`config.mk`:
```
export PLATFORM = sky130hd
export DESIGN_NAME = sequential_sweep_ctrl
export DESIGN_NICKNAME = d
export VERILOG_FILES = /design/src/rtl/sequential_sweep_ctrl.sv
export SDC_FILE = /design/constraint.sdc
export NUM_CORES = 1
export LEC_CHECK = 0
export ABC_AREA = 1
export CAP_MARGIN = 20
export CORE_ASPECT_RATIO = 0.6
export CORE_MARGIN = 2
export CORE_UTILIZATION = 52
export CTS_CLUSTER_DIAMETER = 40
export DETAILED_ROUTE_END_ITERATION = 16
export HOLD_SLACK_MARGIN = 0.15
export PLACE_DENSITY = 0.78
export SETUP_SLACK_MARGIN = 0.15
export SLEW_MARGIN = 10
export SYNTH_ARGS = -nofsm -noshare
export SYNTH_HDL_FRONTEND = slang
export SYNTH_SLANG_ARGS = --single-unit
```
`constraint.sdc`:
```
create_clock -name CLK -period 6.3 [get_ports CLK]
set_clock_uncertainty 0.05 [all_clocks]
set_input_delay 1.26 -clock CLK [delete_from_list [all_inputs] [get_ports CLK]]
set_output_delay 1.26 -clock CLK [all_outputs]
set_load 0.05 [all_outputs]
```
`src/rtl/sequential_sweep_ctrl.sv`:
```
// Command-driven sweep sequencer: takes (mode, base, len) from a channel,
// sweeps one memory port, and returns cycle count and read checksum.
module sequential_sweep_ctrl #(
  parameter int SIMD_WIDTH = 1,
  parameter int W_D        = 32,
  parameter int W_A        = 12,
  parameter int W_COMM_D   = 32
) (
  input  logic                      CLK,
  input  logic                      RST,
  input  logic [W_COMM_D-1:0]       comm_q,
  input  logic                      comm_empty,
  output logic                      comm_deq,
  output logic [W_COMM_D-1:0]       comm_d,
  output logic                      comm_enq,
  input  logic                      comm_full,
  output logic [W_A-1:0]            mem_addr,
  output logic [W_D*SIMD_WIDTH-1:0] mem_d,
  output logic                      mem_we,
  input  logic [W_D*SIMD_WIDTH-1:0] mem_q,
  output logic                      busy
);

  localparam int W_M = W_D * SIMD_WIDTH;
  localparam logic [W_COMM_D-1:0] LEN_MAX = W_COMM_D'(1) << W_A;

  localparam logic [3:0] S_ID_REQ   = 4'd0;
  localparam logic [3:0] S_ID_LAT   = 4'd1;
  localparam logic [3:0] S_BASE_REQ = 4'd2;
  localparam logic [3:0] S_BASE_LAT = 4'd3;
  localparam logic [3:0] S_LEN_REQ  = 4'd4;
  localparam logic [3:0] S_LEN_LAT  = 4'd5;
  localparam logic [3:0] S_RUN      = 4'd6;
  localparam logic [3:0] S_DRAIN    = 4'd7;
  localparam logic [3:0] S_TX_CNT   = 4'd8;
  localparam logic [3:0] S_TX_SUM   = 4'd9;

  logic [3:0]          state_q, state_d;
  logic                mode_q, mode_d;
  logic [W_A-1:0]      base_q, base_d;
  logic [W_A:0]        len_q, len_d;
  logic [W_A-1:0]      idx_q, idx_d;
  logic [W_COMM_D-1:0] cnt_q, cnt_d;
  logic [W_COMM_D-1:0] sum_q, sum_d;
  logic [W_A-1:0]      addr_q, addr_d;
  logic [W_M-1:0]      wdata_q, wdata_d;
  logic                we_q, we_d;
  logic                rvld_q, rvld_d;

  logic                deq_c, enq_c;
  logic [W_COMM_D-1:0] cd_c;
  logic [W_COMM_D-1:0] lane_sum;
  logic [W_A:0]        len_in;
  logic                last;

  always_comb begin
    lane_sum = '0;
    for (int i = 0; i < SIMD_WIDTH; i++) begin
      lane_sum = lane_sum + W_COMM_D'(mem_q[i*W_D +: W_D]);
    end
  end

  // Lengths beyond the address space collapse to one full sweep
  always_comb begin
    len_in = comm_q[W_A:0];
    if (comm_q > LEN_MAX) begin
      len_in = LEN_MAX[W_A:0];
    end
  end

  assign last = ({1'b0, idx_q} == (len_q - 1'b1));

  always_comb begin
    state_d = state_q;
    mode_d  = mode_q;
    base_d  = base_q;
    len_d   = len_q;
    idx_d   = idx_q;
    cnt_d   = cnt_q;
    sum_d   = sum_q;
    addr_d  = addr_q;
    wdata_d = wdata_q;
    we_d    = 1'b0;
    rvld_d  = (state_q == S_RUN) && mode_q;
    deq_c   = 1'b0;
    enq_c   = 1'b0;
    cd_c    = '0;
    if (rvld_q) begin
      sum_d = sum_q + lane_sum;
    end
    unique case (state_q)
      S_ID_REQ: begin
        if (!comm_empty) begin
          deq_c   = 1'b1;
          state_d = S_ID_LAT;
        end
      end
      S_ID_LAT: begin
        mode_d  = comm_q[0];
        state_d = S_BASE_REQ;
      end
      S_BASE_REQ: begin
        if (!comm_empty) begin
          deq_c   = 1'b1;
          state_d = S_BASE_LAT;
        end
      end
      S_BASE_LAT: begin
        base_d  = comm_q[W_A-1:0];
        state_d = S_LEN_REQ;
      end
      S_LEN_REQ: begin
        if (!comm_empty) begin
          deq_c   = 1'b1;
          state_d = S_LEN_LAT;
        end
      end
      S_LEN_LAT: begin
        len_d = len_in;
        cnt_d = '0;
        sum_d = '0;
        idx_d = '0;
        if (len_in == '0) begin
          state_d = S_TX_CNT;
        end else begin
          addr_d  = base_q;
          wdata_d = '0;
          we_d    = !mode_q;
          state_d = S_RUN;
        end
      end
      S_RUN: begin
        cnt_d = cnt_q + 1'b1;
        if (last) begin
          state_d = S_DRAIN;
        end else begin
          idx_d   = idx_q + 1'b1;
          addr_d  = addr_q + 1'b1;
          wdata_d = W_M'(idx_d);
          we_d    = !mode_q;
        end
      end
      S_DRAIN: begin
        cnt_d   = cnt_q + 1'b1;
        state_d = S_TX_CNT;
      end
      S_TX_CNT: begin
        if (!comm_full) begin
          enq_c   = 1'b1;
          cd_c    = cnt_q;
          state_d = S_TX_SUM;
        end
      end
      S_TX_SUM: begin
        if (!comm_full) begin
          enq_c   = 1'b1;
          cd_c    = sum_q;
          state_d = S_ID_REQ;
        end
      end
      default: begin
        state_d = S_ID_REQ;
      end
    endcase
  end

  always_ff @(posedge CLK) begin
    if (RST) begin
      state_q <= S_ID_REQ;
      mode_q  <= 1'b0;
      base_q  <= '0;
      len_q   <= '0;
      idx_q   <= '0;
      cnt_q   <= '0;
      sum_q   <= '0;
      addr_q  <= '0;
      wdata_q <= '0;
      we_q    <= 1'b0;
      rvld_q  <= 1'b0;
    end else begin
      state_q <= state_d;
      mode_q  <= mode_d;
      base_q  <= base_d;
      len_q   <= len_d;
      idx_q   <= idx_d;
      cnt_q   <= cnt_d;
      sum_q   <= sum_d;
      addr_q  <= addr_d;
      wdata_q <= wdata_d;
      we_q    <= we_d;
      rvld_q  <= rvld_d;
    end
  end

  // Handshake outputs are quiet while reset is held
  assign comm_deq = deq_c & ~RST;
  assign comm_enq = enq_c & ~RST;
  assign comm_d   = RST ? '0 : cd_c;
  assign busy     = (state_q != S_ID_REQ) & ~RST;
  assign mem_addr = addr_q;
  assign mem_d    = wdata_q;
  assign mem_we   = we_q;

endmodule
```
Word level (Yosys, flattened, before mapping). Index checks and enable logic that the tools add are counted.

Add/sub/neg operators: 5. $lt $le $gt $ge: 1. Equal/unequal tests: 18. Muxes and demuxes: 29. Bitwise logic cells: 4. Reductions and logical operators: 14.

Operator list (count): one-hot mux 32 bit (2 select lines) (3); two-way mux 32 bit (5); one-hot mux 12 bit (2 select lines) (2); one-hot mux 4 bit (10 select lines) (1); two-way mux 12 bit (3); adder 32 x 1 -> 32 bit, second input constant (1); adder 32 bit (1); greater-than comparator 32 x 13 -> 1 bit, second input constant (1); two-way mux 4 bit (7); adder 12 x 1 -> 12 bit, second input constant (2); == test 4 x 3 -> 1 bit, second input constant (4); inequality test 2 bit, second input constant (8); == test 12 x 13 -> 1 bit (1); logical NOT 13 bit (1); two-way mux 13 bit (1); subtractor 13 x 1 -> 13 bit, second input constant (1); == test 4 x 2 -> 1 bit, second input constant (2); == test 4 bit, second input constant (2); two-way mux 1 bit (6); AND reduction 6 bit (1); OR reduction 2 bit (3); == test 4 x 1 -> 1 bit, second input constant (1); logical NOT 4 bit (1); nonzero test 2 bit (2); other kinds (9) (11).

Register bits: 152. Logic and storage cells: 82.

Depth between registers and ports, before layout. Gate-level depths: netlist of the first run.

Depth in word-level cells: 5. Mapped depth: 17. Gate-level depth less buffers: 16.

Least setup slack after synthesis of the first run. Ideal clock, no wire load.

Kind: input -> output. From: in RST. To: out comm_enq. Arrival: 2.931 ns. Path slack: 2.059 ns. Stages: 3. Path buffers: 0. Cell sequence: clkinv_1 > nand2_1 > nor4_1.

Cells in the longest elaborated chain, start to end: 2.

Ends and longest elaborated chain: start: declaration (line 10) `input logic RST,`; NOT 1 bit (line 197) `assign comm_enq = enq_c & ~RST;`; bitwise AND 1 bit (line 197); end: declaration (line 15) `output logic comm_enq,`.

No other way between the ends.

Worst setup path after layout of the first run. Same ends and word-level chain as after synthesis.

==> results of run 1 <==
## sequential cells by signal, indices dropped and copies added (netlist names)
name      flops
cnt_q        32
sum_q        32
len_q        13
base_q       12
idx_q        12
mem_addr     12
mem_d        12
state_q       4
mem_we        1
mode_q        1
rvld_q        1
## per-stage QoR
step	setup WS [ps]	utilization	instance area, sq um	power (mW)	std cells
2_1_floorplan	2059	-	9558	1.237	1586
3_3_place_gp	1884	0.5961	10710	1.360	1888
3_5_place_dp	1874	0.5961	10710	1.366	1888
4_1_cts	1861	0.6272	11270	2.324	1919
5_1_grt	1660	0.6272	11270	2.421	1919
6_report	1803	0.6272	11270	2.323	1919
## worst min-delay path, stage by stage (launching register included)
cell and delay, ps:
dfxtp_1 320, nor2_1 40, nor2_1 80
## cells by family (layout without fill, tap and decap cells)
| group | after synthesis | in the layout |
|---|---|---|
| flops | 132 | 132 |
| compound gates | 278 | 278 |
| simple gates | 828 | 828 |
| other cells | 1 | 20 |
| fa+ha+maj | 36 | 36 |
| buf+inv | 267 | 360 |
| xor+xnor | 25 | 25 |
## final timing paths
check,slack [ps],endpoint,from
setup reg to reg,3200,idx_q[10],state_q[2]
setup / recovery,1800,comm_enq,RST
hold / removal,430,mem_d[6],mem_d[6]
hold reg to reg,430,mem_d[6],mem_d[6]
## layer usage
metal	up-vias	part of all wire
met1	4768	0.48
li1	5244	-
met5	-	0
met2	626	0.38
met4	0	0.0072
met3	24	0.14
## power groups by stage
stage / Combinational, mW / Sequential (mW) / Clock, mW
CTS: 0.435 / 0.915 / 0.974
detailed placement: 0.433 / 0.933 / 0
global placement: 0.428 / 0.932 / 0
global route: 0.489 / 0.921 / 1.01
floorplan: 0.277 / 0.960 / 0
finish: 0.443 / 0.917 / 0.963
## cell type report
type / count / area [sq um]
fill: 1706 / 6700
multi-input combinational: 1187 / 5801
sequential: 132 / 2643
timing repair buffer: 133 / 1234
inverter: 196 / 735.7
clock buffer: 20 / 456.7
tap: 240 / 300.3
clock inverter: 11 / 102.6
## cell usage in the layout, fill, tap and decap left out, types with 4 or more instances in the layout
cell             Yosys  layout
a21o_1               7       7
a21oi_1            140     140
a221oi_1             4       4
a31oi_1              4       4
buf_4               23      39
clkbuf_16            0      17
clkdlybuf4s50_1      0      94
clkinv_1             4       4
conb_1               1      20
dfxtp_1            132     132
ha_1                35      35
inv_1              192     192
nand2_1            390     390
nand3_1            105     105
nand3b_1             9       9
nand4_1             31      31
nor2_1             236     236
nor3_1              23      23
nor4_1               8       8
o21ai_0             85      85
o21bai_1             5       5
o22ai_1             11      11
or2_2                7       7
xnor2_1             10      10
xor2_1              14      14
==> results.py, run 1 <==
metrics = {
    "status": {
        "status": "finished, final reports clean",
    },
    "worst_setup_path": {
        "path_buf_inv": 3,
        "startpoint_type": "primary input",
        "cp_max_fo": 33,
        "path_cells": "clkdlybuf4s50_1 > clkinv_1 > nand2_1 > nor4_1 > buf_4",
        "crit_type": "primary input to output pin",
        "worstSetupEndpointType": "output pin",
        "worst_path_max_delay_cell": "nand2_1",
        "crit_arrival_ps": 3190,
        "worstPathRequired_ps": 4990,
        "ff2ff_path_depth": 8,
        "critical_path.top_delay_family": "simple AND/OR/NAND/NOR gates",
        "slowest_delay_ps": 600,
        "cp.depth": 5,
    },
    "sta": {
        "fin_setup_tns_ps": 0,
        "slew_headroom": 0.2771,
        "hold_violations": 0,
        "fin_crit_sh": 0.7138,
        "drv_slew": 0,
        "post-route-min-period_ps": 4497,
        "tightest_slew_ps": 1082,
        "rsz0062_at_grt": "false",
        "fmax_mhz": 222.4,
        "whs_ps": 430.1,
        "finalSetupViolations": 0,
    },
    "synth": {
        "synth_seq_area_share": 0.2786,
        "yosysTopAreaCell": "dfxtp_1",
        "synth_commonest_cells": "nand2_1 (390), nor2_1 (236), inv_1 (192)",
        "synth_compound_area_frac": 0.1600,
        "yosysWarnings": 0,
        "synth_top_area_frac": 0.2786,
        "synth-edff-count": 0,
        "synthMostInstantiatedCell": "nand2_1",
        "post_synth.cell_area_avg_sq_um": 6.054,
        "ys_seq_elements": 132,
        "netlist_instances": 1567,
        "synth_ff_type": "dfxtp_1",
        "postSynth.asyncResetShare": 0,
        "yosys.area_share.adder": 0.04827,
        "yosys.area_share.simple": 0.3714,
        "synth-xor-area-share": 0.02387,
        "synth_top_family_by_area": "simple AND/OR/NAND/NOR gates",
        "yosys.cell_types.count": 49,
        "synth_mux_area_frac": 0,
        "synth_area_leaders": "dfxtp_1 (28%), nand2_1 (15%), nor2_1 (9.3%)",
        "netlist_area_sq_um": 9487,
    },
    "route": {
        "drc_errors": 0,
        "wl_um": 30780,
        "vias": 10662,
        "antenna_left": 0,
        "wl_per_cell_um": 16.04,
        "viasPerCell": 5.556,
        "drt_iter0_markers": 1437,
        "firstDrtPassIters": 6,
    },
    "global_routing": {
        "met2_usage": 0.4283,
        "grt_first_pass_wirelength_um": 48020,
        "top_usage_layer": "met1",
        "grt_pass1_vias": 9093,
        "overflow": 0,
        "antenna_found_initial": 0,
        "grt_util_met3": 0.08229,
        "grt_max_degree": 54,
        "grt_use_total": 0.3179,
        "met1_usage": 0.5038,
    },
    "hold_path": {
        "hold_path_depth": 2,
        "min_path_type": "flip-flop to flip-flop",
    },
    "power_and_ir_drop": {
        "vdd_drop_max_v": 0.0002321,
        "sw_frac_of_total": 0.3158,
        "p_leak_nw": 4.965,
        "pwr-share-comb": 0.191,
        "clkPwrFrac": 0.415,
        "p_per_area_nw_per_um2": 206.1,
        "power_frac_seq": 0.395,
        "switchingPower_mw": 0.7334,
        "internal-power_mw": 1.589,
    },
    "finish": {
        "layout-drive-gt1-share": 0.05777,
        "n_antenna_cell": 0,
        "nets": 1771,
        "area_delta_synth_final_pct": 18.82,
    },
    "cts": {
        "clkTransAtPathRegs_ps": 60,
        "cts-resized-gates": 0,
        "cts_root_buffer": "clkbuf_16",
        "numCtsBuffers": 17,
        "clock_sinks": 132,
        "cts_max_path_buffers": 2,
        "cts_tree": "built",
        "clkLatencyLatePin_ps": 420,
        "htreeDepth": 4,
        "cts_hold_buf": 0,
        "cts_setup_buffers": 0,
    },
    "floorplan": {
        "die-height_um": 108.6,
        "die_w_um": 178.4,
        "io_pins": 148,
        "rows": 38,
        "initial_core_util": 0.5278,
        "die-area_sq_um": 19380,
        "core-area_sq_um": 17970,
    },
    "placement": {
        "port_buffers": 127,
        "gp_congestion": 1.018,
        "hpwl_um": 23710,
    },
    "job": {
        "maxCapViolations": 0,
    },
}
No activity file was read; power rests on OpenSTA's default activity.
==> inputs of run 2 (changes only) <==
--- a/config.mk
+++ b/config.mk
@@ -9,7 +9,7 @@
 export CAP_MARGIN = 20
 export CORE_ASPECT_RATIO = 0.6
 export CORE_MARGIN = 2
-export CORE_UTILIZATION = 52
+export CORE_UTILIZATION = 50
 export CTS_CLUSTER_DIAMETER = 40
 export DETAILED_ROUTE_END_ITERATION = 16
 export HOLD_SLACK_MARGIN = 0.15
==> constraint.sdc (replaced) <==
create_clock -name CLK -period 3.65 [get_ports CLK]
set_clock_uncertainty 0.05 [all_clocks]
set_input_delay 0.73 -clock CLK [delete_from_list [all_inputs] [get_ports CLK]]
set_output_delay 0.73 -clock CLK [all_outputs]
set_load 0.05 [all_outputs]
==> run 2 against run 1 <==
Net effect: hold slack improved by 2.7 ps; sequential cell count unchanged; count of clock-buffer cells in the layout decreased by 3; sequential share of layout area decreased by 0.18 points; register-to-register slack got worse by 2500 ps; non-clock buffer count increased by 10; clock power increased by 70%; final area increased by 0.77%; die area increased by 3.9%; critical path type is now flip-flop to output pin; critical endpoint is now comm_d[27]; largest cell class unchanged.
==> results.py, run 2 (same netlist as run 1, synthesis figures left out) <==
metrics = {
    "status": {
        "status": "finished, final reports clean",
    },
    "floorplan": {
        "io_pins": 148,
        "rows": 38,
        "die-area_sq_um": 20130,
        "initial_core_util": 0.5183,
        "core-area_sq_um": 18310,
        "die_w_um": 181.8,
        "die-height_um": 110.7,
    },
    "worst_setup_path": {
        "startpoint_type": "flip-flop",
        "worstPathRequired_ps": 2870,
        "worst_path_max_delay_cell": "clkinv_1",
        "path_buf_inv": 2,
        "slowest_delay_ps": 690,
        "crit_type": "flip-flop to output pin",
        "crit_arrival_ps": 2530,
        "path_cells": "nor2_1 > nand2_1 > clkinv_1 > nand2_1 > a21oi_1 > buf_4",
        "cp_max_fo": 34,
        "path_common_cell": "nand2_1",
        "worstSetupEndpointType": "output pin",
        "critical_path.top_delay_family": "buffers and inverters",
    },
    "sta": {
        "fin_crit_sh": 0.9073,
        "finalSetupViolations": 0,
        "fmax_mhz": 302.0,
        "whs_ps": 432.8,
        "setup_slack_ps": 338.3,
        "tightest_slew_ps": 963.8,
        "slew_headroom": 0.3566,
        "hold_violations": 0,
        "post-route-min-period_ps": 3312,
        "drv_slew": 0,
        "fin_setup_tns_ps": 0,
        "rsz0062_at_grt": "false",
    },
    "power_and_ir_drop": {
        "power_frac_seq": 0.395,
        "p_leak_nw": 5.013,
        "switchingPower_mw": 1.340,
        "p_per_area_nw_per_um2": 353.3,
        "sw_frac_of_total": 0.3340,
        "pwr-share-comb": 0.197,
        "total_power_mw": 4.013,
        "internal-power_mw": 2.673,
        "vdd_drop_max_v": 0.0003584,
        "clkPwrFrac": 0.409,
    },
    "finish": {
        "final-seq-area_sq_um": 2643,
        "area_delta_synth_final_pct": 19.73,
        "final_area_sq_um": 11360,
        "fill_cells": 1679,
        "reg_top3": "cnt_q: 32 flops, sum_q: 32 flops, len_q: 13 flops",
        "layout-drive-gt1-share": 0.06568,
        "mostFrequentLayoutCells": "nand2_1 (390), nor2_1 (236), inv_1 (192), a21oi_1 (140), dfxtp_1 (132)",
        "layout.cells.non_filler": 1931,
        "multiInputGateArea_sq_um": 5801,
        "layout_commonest_cell": "nand2_1",
        "post-route-util": 0.6205,
        "nets": 1781,
    },
    "cts": {
        "cts_max_path_buffers": 2,
        "cts-resized-gates": 0,
        "clkTransAtPathRegs_ps": 60,
        "cts_tree": "built",
        "clock_sinks": 132,
        "cts_setup_buffers": 0,
        "htreeDepth": 4,
        "clkLatencyLatePin_ps": 440,
        "numCtsBuffers": 17,
        "cts_hold_buf": 0,
        "cts_root_buffer": "clkbuf_16",
    },
    "placement": {
        "dpl_cell_area_sq_um": 10810,
        "pre_cts_ws_ps": 371.0,
        "port_buffers": 127,
        "gp_congestion": 0.9824,
        "post-place-cells": 1898,
        "hpwl_um": 24460,
    },
    "global_routing": {
        "grt_max_degree": 54,
        "overflow": 0,
        "grt_first_pass_wirelength_um": 49300,
        "grt_use_total": 0.3099,
        "antenna_found_initial": 1,
        "grt_pass1_vias": 9126,
    },
    "route": {
        "wl_per_cell_um": 16.48,
        "drc_errors": 0,
        "drt_iter0_markers": 1291,
        "viasPerCell": 5.517,
        "vias": 10654,
        "antenna_left": 0,
        "wl_um": 31830,
        "firstDrtPassIters": 8,
    },
    "hold_path": {
        "min_path_type": "flip-flop to flip-flop",
    },
    "job": {
        "maxCapViolations": 0,
    },
}
[run 2: changes by cell type in the layout (fill, tap and decap cells not counted), sizes merged]
cell and delta:
clkinv -1, clkbuf -3, buf +12, bufinv -1, clkdlybuf4s50 -2, inv +4, diode +1, clkinvlp +2
[run 2: cell type report]
cell class / instances / area share
repair buffers: 143 / 0.1170
diodes: 1 / 0.0002203
clock inverters: 15 / 0.01080
well taps: 240 / 0.02644
inverters: 196 / 0.06477
flip-flops and latches: 132 / 0.2326
clock buffers: 17 / 0.03745
multi-input cells: 1187 / 0.5107
[run 2: routing by layer]
metal / vias to the layer above / track usage / part of all wire
li1: 5267 / - / -
met1: 4815 / 0.4983 / 0.50
met2: 542 / 0.3857 / 0.36
met3: 28 / 0.1022 / 0.13
met4: 2 / 0.05691 / 0.0089
met5: - / 0 / 0.00038
[run 2: path summary, 6_finish.rpt]
check	startpoint	to	slack, ps	depth (start not counted)
max reg2reg	len_q[0]	idx_q[11]	750	14
min	mem_d[6]	mem_d[6]	430	2
min reg2reg	mem_d[6]	mem_d[6]	430	2
max	state_q[0]	comm_d[27]	340	6
[run 2: tightest hold or removal path: cells and delay by family, from the launching register on]
kind          cells  cell delay [ps]
flops             1              320
simple gates      2              130
[run 2: power groups by stage]
| stage | combinational (mW) | clock [mW] | sequential, mW |
|---|---|---|---|
| final | 0.789 | 1.64 | 1.58 |
| after global routing | 0.862 | 1.72 | 1.59 |
| after CTS | 0.780 | 1.65 | 1.58 |
| after detailed placement | 0.773 | 0 | 1.61 |
| after global placement | 0.764 | 0 | 1.61 |
| after floorplan | 0.478 | 0 | 1.66 |
==> inputs of run 3 (changes only) <==
--- a/config.mk
+++ b/config.mk
@@ -10,7 +10,7 @@
 export CORE_ASPECT_RATIO = 0.6
 export CORE_MARGIN = 2
 export CORE_UTILIZATION = 50
-export CTS_CLUSTER_DIAMETER = 40
+export CTS_CLUSTER_DIAMETER = 50
 export DETAILED_ROUTE_END_ITERATION = 16
 export HOLD_SLACK_MARGIN = 0.15
 export PLACE_DENSITY = 0.78
==> results of run 3 <==
Final layout, timing and power as in run 2 (identical DEF).
